$ cat src/rtl/yf_mem_pkg.sv
// Shared types and constants for the yfcpu memory arbiter.
package yf_mem_pkg;

  localparam logic [1:0] P_FETCH = 2'd0;
  localparam logic [1:0] P_DATA  = 2'd1;
  localparam logic [1:0] P_DBG   = 2'd2;

  localparam int LAT_W = 3;

  typedef enum logic [1:0] {
    S_IDLE  = 2'd0,
    S_ISSUE = 2'd1,
    S_WAIT  = 2'd2,
    S_RESP  = 2'd3
  } state_e;

  // (base + step) mod 3 for base in 0..2, step in 1..3
  function automatic logic [1:0] rr_step(input logic [1:0] base, input logic [1:0] step);
    logic [2:0] s;
    s = {1'b0, base} + {1'b0, step};
    if (s >= 3'd3) s = s - 3'd3;
    return s[1:0];
  endfunction

endpackage

$ cat src/rtl/yf_rr_pick3.sv
// Three-way round-robin picker: first eligible port after last, wrapping back to last.
module yf_rr_pick3
  import yf_mem_pkg::*;
(
  input  logic [2:0] eligible_i,
  input  logic [1:0] last_i,
  output logic       valid_o,
  output logic [1:0] winner_o
);

  logic [1:0] cand;

  // Walk the search order backwards so the earliest eligible candidate wins.
  always_comb begin
    cand     = '0;
    valid_o  = |eligible_i;
    winner_o = last_i;
    for (int i = 3; i >= 1; i--) begin
      cand = rr_step(last_i, 2'(i));
      if (eligible_i[cand]) winner_o = cand;
    end
  end

endmodule

$ cat src/rtl/yf_mem_arbiter.sv
// Shares one synchronous-read SRAM port among fetch, load/store and debug requesters.
// Round-robin arbitration with a debug lock; one access in flight at a time.
module yf_mem_arbiter
  import yf_mem_pkg::*;
#(
  parameter int AW      = 8,
  parameter int DW      = 16,
  parameter int MEM_LAT = 1
) (
  input  logic          clk,
  input  logic          rst,
  input  logic [2:0]    req_i,
  input  logic [2:0]    we_i,
  input  logic [AW-1:0] addr0,
  input  logic [AW-1:0] addr1,
  input  logic [AW-1:0] addr2,
  input  logic [DW-1:0] wdata0,
  input  logic [DW-1:0] wdata1,
  input  logic [DW-1:0] wdata2,
  output logic [2:0]    ack_o,
  output logic [DW-1:0] rdata0,
  output logic [DW-1:0] rdata1,
  output logic [DW-1:0] rdata2,
  input  logic          dbg_lock,
  output logic          busy_o,
  output logic [1:0]    gnt_id_o,
  output logic          mem_en,
  output logic          mem_we,
  output logic [AW-1:0] mem_addr,
  output logic [DW-1:0] mem_wdata,
  input  logic [DW-1:0] mem_rdata
);

  // state   | meaning
  // S_IDLE  | arbitrate among eligible requesters, latch the winner
  // S_ISSUE | strobe mem_en for one cycle, load latency counter
  // S_WAIT  | count down read latency, capture mem_rdata at zero
  // S_RESP  | pulse ack to the winner

  state_e           state_q, state_d;
  logic [1:0]       win_q, win_d;
  logic             we_q, we_d;
  logic [AW-1:0]    addr_q, addr_d;
  logic [DW-1:0]    wdata_q, wdata_d;
  logic [LAT_W-1:0] cnt_q, cnt_d;
  logic [DW-1:0]    rdata_q [3];
  logic             cap;
  logic [2:0]       eligible;
  logic             pick_valid;
  logic [1:0]       pick_win;

  assign eligible = dbg_lock ? (req_i & 3'b100) : req_i;

  // win_q doubles as the round-robin pointer and the reported grant id.
  yf_rr_pick3 u_pick (
    .eligible_i (eligible),
    .last_i     (win_q),
    .valid_o    (pick_valid),
    .winner_o   (pick_win)
  );

  always_comb begin
    state_d = state_q;
    win_d   = win_q;
    we_d    = we_q;
    addr_d  = addr_q;
    wdata_d = wdata_q;
    cnt_d   = cnt_q;
    cap     = 1'b0;
    unique case (state_q)
      S_IDLE: begin
        if (pick_valid) begin
          win_d   = pick_win;
          we_d    = we_i[pick_win];
          state_d = S_ISSUE;
          unique case (pick_win)
            P_FETCH: begin addr_d = addr0; wdata_d = wdata0; end
            P_DATA:  begin addr_d = addr1; wdata_d = wdata1; end
            default: begin addr_d = addr2; wdata_d = wdata2; end
          endcase
        end
      end
      S_ISSUE: begin
        cnt_d   = LAT_W'(MEM_LAT);
        state_d = S_WAIT;
      end
      S_WAIT: begin
        cnt_d = (cnt_q != '0) ? cnt_q - 1'b1 : '0;
        if (cnt_q <= LAT_W'(1)) begin
          cap     = ~we_q;
          state_d = S_RESP;
        end
      end
      default: state_d = S_IDLE;
    endcase
  end

  always_ff @(posedge clk) begin
    if (rst) begin
      state_q <= S_IDLE;
      win_q   <= P_DBG;
      we_q    <= 1'b0;
      addr_q  <= '0;
      wdata_q <= '0;
      cnt_q   <= '0;
      for (int i = 0; i < 3; i++) rdata_q[i] <= '0;
    end else begin
      state_q <= state_d;
      win_q   <= win_d;
      we_q    <= we_d;
      addr_q  <= addr_d;
      wdata_q <= wdata_d;
      cnt_q   <= cnt_d;
      if (cap) rdata_q[win_q] <= mem_rdata;
    end
  end

  assign mem_en    = (state_q == S_ISSUE);
  assign mem_we    = mem_en & we_q;
  assign mem_addr  = addr_q;
  assign mem_wdata = wdata_q;
  assign ack_o     = (state_q == S_RESP) ? (3'b001 << win_q) : 3'b000;
  assign busy_o    = (state_q != S_IDLE);
  assign gnt_id_o  = win_q;
  assign rdata0    = rdata_q[0];
  assign rdata1    = rdata_q[1];
  assign rdata2    = rdata_q[2];

endmodule

$ cat config.mk
export PLATFORM = sky130hd
export DESIGN_NAME = yf_mem_arbiter
export DESIGN_NICKNAME = d
export VERILOG_FILES = /design/src/rtl/yf_mem_pkg.sv /design/src/rtl/yf_rr_pick3.sv /design/src/rtl/yf_mem_arbiter.sv
export SDC_FILE = /design/constraint.sdc
export NUM_CORES = 1
export LEC_CHECK = 0
export CORE_MARGIN = 2
export CORE_UTILIZATION = 37
export CTS_CLUSTER_DIAMETER = 80
export CTS_CLUSTER_SIZE = 40
export DETAILED_ROUTE_END_ITERATION = 12
export PLACE_DENSITY_LB_ADDON = 0.25
export SLEW_MARGIN = 20
export SYNTH_ARGS = -nofsm -noshare
export SYNTH_HDL_FRONTEND = slang
export SYNTH_SLANG_ARGS = --single-unit
$ cat constraint.sdc
create_clock -name clk -period 2.38 [get_ports clk]
set_input_delay 0.238 -clock clk [delete_from_list [all_inputs] [get_ports clk]]
set_output_delay 0.238 -clock clk [all_outputs]
set_load 0.005 [all_outputs]
-- Yosys cells after proc, flatten, opt, wreduce, memory -nomap -nowiden
Memories as Yosys holds them, arrays and structs flattened.
Index checks and enable logic that the tools add are counted.
Widths: inputs -> output; s select.
- register bits: 32
- bits in latches: 0
- memory bits (writable): 48
- memory bits (read-only): 0
- bits of input ports: 97
- output and inout bits: 80
- memories: 1
- $add $sub $neg: 7
- multipliers: 0
- divide/modulo/power cells: 0
- magnitude comparators: 8
- eq/ne operators: 6
- shift operators: 1
- multiplexer cells: 33
- bitwise logic cells: 2
- reduce and logical (&&, ||, !) cells: 9
- memory list (memory ; depth ; width ; read ports ; clocked after memory_dff ; wr ports ; line ; source):
    rdata_q ; 3 ; 16 ; 3 ; 0 ; 3 ; yf_mem_arbiter.sv:46 ; logic [DW-1:0] rdata_q [3];
- operators by type and width (operator ; count):
    $pmux 16 s2 ; 1
    $mux 2 ; 10
    $mux 16 ; 1
    $pmux 8 s2 ; 1
    $reduce_or 16->1 ; 1
    $lt 2x3->1 const B ; 4
    $mux 1 ; 12
    $ge 3x2->1 const B ; 3
    $bmux 1 s2 ; 4
    $add 2x2->3 const B ; 2
    $mux 3 ; 2
    $pmux 2 s3 ; 1
    $pmux 3 s2 ; 1
    $sub 2x2->2 const B ; 3
    $eq 2x1->1 const B ; 2
    $eq 2x2->1 const B ; 2
    $logic_not 2->1 ; 2
    $ne 2x2->1 const B ; 2
    $reduce_and 2->1 ; 2
    $reduce_bool 2->1 ; 2
    $add 2x1->3 const B ; 1
    $le 3x1->1 const B ; 1
    $reduce_bool 3->1 ; 1
    $reduce_or 3->1 ; 1
    other kinds (4) ; 4

-- Longest topological paths before layout
- depth in word-level cells: 10
- mapped depth: 10
- depth with buffers taken out: 7

-- Modules after synthesis
A second synthesis with hierarchy kept.
- cells, all modules: 354
- area total of the unflattened synthesis: 3847.4 um^2
- by module, submodules not included (module ; instances ; cells each ; area an instance (um^2) ; sequential area each (um^2)):
    yf_mem_arbiter ; 1 ; 330 ; 3682.3 ; 2082.0
    yf_rr_pick3 ; 1 ; 24 ; 165.2 ; 0.0

-- Worst setup path before layout
Ideal clock, no wire load.
- kind: reg2reg
- start point: reg win_q[0], in the netlist gnt_id_o[0]
- end point: reg addr_q[7], in the netlist mem_addr[7]
- data arrival time: 2.332 ns
- required time: 2.277 ns
- path slack: -0.056 ns
- stages on the path, launching flop included: 11
- path through: dfxtp_1 inv_1 ha_1 buf_4 or3b_1 a21oi_1 o21a_1 buf_4 buf_2 nor3_1 a2111oi_2
- word-level cells in the longest chain between the ends: 10
- RTL lines (element ; line ; source):
    start, declared ; yf_mem_arbiter.sv:41 ; logic [1:0] win_q, win_d;
    start signal, assigned ; yf_mem_arbiter.sv:109 ; win_q <= win_d;
    $add 2x2->3 ; yf_mem_pkg.sv:20 ; s = {1'b0, base} + {1'b0, step};
    $ge 3x2->1 or $sub 2x2->2 (tied branches) ; yf_mem_pkg.sv:21 ; if (s >= 3'd3) s = s - 3'd3;
    $mux 2 ; yf_mem_pkg.sv:21 ;
    $bmux 1 s2 ; yf_rr_pick3.sv:20 ; if (eligible_i[cand]) winner_o = cand;
    $mux 1 (not written as such) ; yf_rr_pick3.sv:20 ;
    $mux 2 (2 in a row) ; yf_rr_pick3.sv:20 ;
    $mux 2 (*) ; yf_rr_pick3.sv:20 ;
    $eq 2x1->1 or $logic_not 2->1 (tied branches) ; yf_mem_arbiter.sv:76 ; unique case (pick_win)
    $pmux 8 s2 (*) ; yf_mem_arbiter.sv:76 ;
    end signal, assigned ; yf_mem_arbiter.sv:111 ; addr_q <= addr_d;
    end, declared ; yf_mem_arbiter.sv:43 ; logic [AW-1:0] addr_q, addr_d;
Mark *: on every way between the ends. The rest lies on a longest branch, timed or not. The select of a mux whose other input is x is not followed.
A chain may end at the register's enable or synchronous reset.

-- Final worst setup path
- start point: reg win_q[0], in the netlist gnt_id_o[0]
- end point: reg wdata_q[13], in the netlist mem_wdata[13]
- word-level cells in the longest chain between the ends: 10
- RTL lines (element ; line ; source):
    $add 2x2->3 ; yf_mem_pkg.sv:20 ;
    $ge 3x2->1 or $sub 2x2->2 (tied branches) ; yf_mem_pkg.sv:21 ;
    $mux 2 ; yf_mem_pkg.sv:21 ;
    $bmux 1 s2 ; yf_rr_pick3.sv:20 ;
    $mux 1 (not written as such) ; yf_rr_pick3.sv:20 ;
    $mux 2 (2 in a row) ; yf_rr_pick3.sv:20 ;
    $mux 2 (*) ; yf_rr_pick3.sv:20 ;
    $eq 2x1->1 or $logic_not 2->1 (tied branches) ; yf_mem_arbiter.sv:76 ;
    $pmux 16 s2 (*) ; yf_mem_arbiter.sv:76 ;
    end signal, assigned ; yf_mem_arbiter.sv:112 ; wdata_q <= wdata_d;
    end, declared ; yf_mem_arbiter.sv:44 ; logic [DW-1:0] wdata_q, wdata_d;
Marks and branches as above.

==> results.md <==
- Area of the multi-input gates: 0.001594 sq mm
- I/O pin cnt: 177
- Critical Path Fanout Max: 13
- Starting Density: 38.43%
- Final #Nets: 630
- Post-Synth Adder-Cell Area: 3.960%
- Post-synth top flop: edfxtp_1
- Leading area contributor after synthesis: edfxtp_1
- Synth-to-layout area growth: 61.45%
- Clock slew at reported path FFs: ~0.08 ns
- Worst Setup Start Kind: flop
- Critical path arrival: between 2 and 2.5 ns
- Ranking of synthesized cells by area: edfxtp_1 (38%), dfxtp_1 (17%), and3_1 (7.9%)
- Number of global-route vias before repair: roughly 3400
- Mux cell area share after synthesis: under 10%
- Lkg Pwr: ~2.5 nW
- Die Ht: around 110 microns
- CTS Sinks: 80
- Worst R2R Start: gnt_id_o[0]$_SDFFE_PP0P_
- EDFF count, synth: between 40 and 50
- Synth top area share: about two fifths
- Die outline width: roughly 110 microns
- Vias: 3360
- Core region area: a little under 0.01 sq mm
- Maximum clock path buffer count: 2
- HPWL Detailed: 7509 microns
- Compound-Gate Fraction of Synth Area: 12.74%
- Final setup violation count: 0
- Residual DRC: 0
- Largest net degree at the start of global routing: 34
- Hold buffer count at CTS: 0
- H-Tree Depth: 3
- Worst slew margin relative to its limit: between 60% and 70%
- RD Place Congestion: between 0.7 and 0.8
- Synth Cell Area: between 0.003 and 0.004 sq mm
- Post-Route WL: roughly 11000 microns
- Synth cell types: 43
- Worst setup margin: 0.1709 ns
- Overall routing resource usage: about a fifth
- Min-Delay Endpoint: cnt_q[1]$_SDFFE_PP0P_
- Max IR drop VDD: a little under 0.7 mV
- Yosys reg bits: 80
- Row cnt: 36
- Syn Inst Count: roughly 340
- Avg Synthesized Cell Area: 11.32 sq um
- DRT antenna net count: 0
- Worst path required time: between 2 and 3 ns
- Initial antenna violation count: 0
- Simple-gate area share of the yosys netlist: 16.63%
- Hold Crit Class: flop to flop
- R2r endpoint: mem_wdata[13]$_SDFFE_PP0P_
- Cells on worst reg2reg path: 9
- CTS tree: yes
- Clock buffer count from CTS: 9
- Fmax: approximately 450 MHz
- Worst Hold Path Cells: 2
- Drt via density: between 5 and 6
- # Max-Cap Violations: 0
- Final core utilization: 62.05%
- Slew @ Worst Pin: 0.5393 ns
- Die area: between 0.01 and 0.015 sq mm
- Slew Limit Fails: 0
- Reg2reg setup slack: ~0.17 ns
- Pwr/cell area: 1116 mW/mm^2
- WS Path Type: flop to flop
- PortBufs: 176
- Share of post-route cells with drive strength above 1: roughly a tenth
- Starting DRT DRC Count: approximately 170
- Largest family of logic cells by synthesized area: simple AND/OR/NAND/NOR gates
- Syn nets: 444
- Status: finished, final reports clean
- Worst Setup End Kind: flop
- Post-synthesis async set-or-reset flop share: 0%
- Root Driver: clkbuf_8
- YS warnings: 0
- Unrepaired setup endpoints after global routing: false
- Congestion Overflow GR: 0
- Sequential area share after synthesis: 54.92%
- Setup Skew: approximately 0.0097 ns
- Reg area: 0.002083 sq mm
- First-pass iteration count of the detailed router: 4
- Hold_sp: cnt_q[1]$_SDFFE_PP0P_
- Xor/xnor share of the synthesized area: 0%
- Final worst-path cycle share: around 93%
- First-pass GRT wire length: about 17000 microns
- Tmin final: 2.209 ns
- DP Worst Slack: -0.06146 ns
- Fill cells: approximately 790
- Final hold violations: 0
- N_diodes: 0
- Most instantiated cells after synthesis: and3_1 (48), edfxtp_1 (48), dfxtp_1 (32), mux2i_1 (27), nor3_1 (25)
- Per-cell routed wire length: about 16 microns
- Clk_lat worst skew: ~0.34 ns
[critical path, cell delays in order (launching register included)]
cell and delay [ns]:
dfxtp_2 0.34, inv_2 0.06, ha_4 0.27, nand2b_1 0.16
a211o_1 0.36, a31oi_4 0.24, buf_4 0.17, buf_16 0.16
mux2i_1 0.09, a211oi_1 0.26
[cells by family (layout without fill, tap and decap cells)]
| group | Yosys count | after routing |
|---|---|---|
| and+or+nand+nor | 112 | 112 |
| DFF | 80 | 80 |
| AOI/OAI and AO/OA | 68 | 68 |
| buffers and inverters | 36 | 227 |
| muxes | 27 | 27 |
| adders and majority gates | 12 | 12 |
[final cells by class]
cell class | count | area share (%)
clock buffers | 10 | 2.085
clock inverters | 6 | 1.513
inverters | 10 | 0.6132
multi-input cells | 219 | 26.04
flip-flops and latches | 80 | 34.04
well taps | 133 | 2.719
repair buffers | 201 | 32.99
[state kept, by name, indices dropped and copies added (netlist names)]
name and cells:
cnt_q 3, mem_wdata 16, rdata_q 48, we_q 1
mem_addr 8, gnt_id_o 2, state_q 2
[metal layers]
metal | wire [microns] | global-route usage, % | vias up
met5 | 0 | 0 | -
met3 | 929 | 5.937 | 10
met4 | 153 | 6.667 | 0
met2 | 5113 | 33.18 | 164
li1 | - | - | 1629
met1 | 4383 | 22.63 | 1557
[through the flow]
step / setup TNS (ns) / power, W / hold slack, ns / instances / area, sq um
2_1_floorplan: 0 / 0.003883 / 0.4440 / 335 / 3792
3_3_place_gp: 0 / 0.005363 / 0.4539 / 638 / 5802
3_5_place_dp: -0.09971 / 0.005419 / 0.4688 / 638 / 5802
4_1_cts: 0 / 0.006731 / 0.4814 / 655 / 6057
5_1_grt: 0 / 0.007267 / 0.4962 / 659 / 6121
6_report: 0 / 0.006830 / 0.4823 / 659 / 6121
[power breakdown]
part,switching (W),internal (W)
clock network,0.000523,0.000599
registers,0.000169,0.00182
logic,0.00179,0.00193
total,0.00248,0.00435
[cell usage in the layout, fill, tap and decap left out, types with 2 or more instances in the layout]
master,Yosys,final
o21ai_0,20,20
a2111oi_1,0,3
bufinv_16,0,2
mux2i_1,27,27
a211oi_1,20,20
nor3_1,25,25
nand3_1,3,3
o211ai_1,2,2
nand2b_1,4,4
a21o_1,3,3
buf_12,1,4
and2_1,4,4
a2111oi_2,1,4
inv_1,10,9
o21a_1,2,2
edfxtp_1,48,48
buf_4,3,20
inv_6,0,2
nor2_1,12,12
a21oi_1,4,4
clkbuf_8,0,9
clkinvlp_4,0,2
nand2_1,7,7
ha_1,12,11
clkdlybuf4s50_1,0,176
dfxtp_1,32,31
and3_1,48,48
[worst max path at each step]
stage,from,slack [ns],depth (start not counted),end
4_1_cts,gnt_id_o[0]$_SDFFE_PP0P_,0.01,8,mem_wdata[8]$_SDFFE_PP0P_
3_5_place_dp,gnt_id_o[0]$_SDFFE_PP0P_,-0.06,8,mem_wdata[7]$_SDFFE_PP0P_
5_1_grt,gnt_id_o[1]$_SDFFE_PP1P_,0.03,9,mem_addr[7]$_SDFFE_PP0P_
6_report,gnt_id_o[0]$_SDFFE_PP0P_,0.17,9,mem_wdata[13]$_SDFFE_PP0P_
2_1_floorplan,gnt_id_o[0]$_SDFFE_PP0P_,0.05,10,mem_addr[7]$_SDFFE_PP0P_
3_3_place_gp,gnt_id_o[0]$_SDFFE_PP0P_,0.10,8,mem_wdata[10]$_SDFFE_PP0P_
[repair_timing]
action | in CTS | in global routing
pin swaps | 0 | 3
cloned | 1 | 0
buffers inserted | 0 | 4
gates resized for setup | 1 | 13
setup endpoints to repair | 4 | 19
Note: power is estimated with default switching activity, not from simulation.
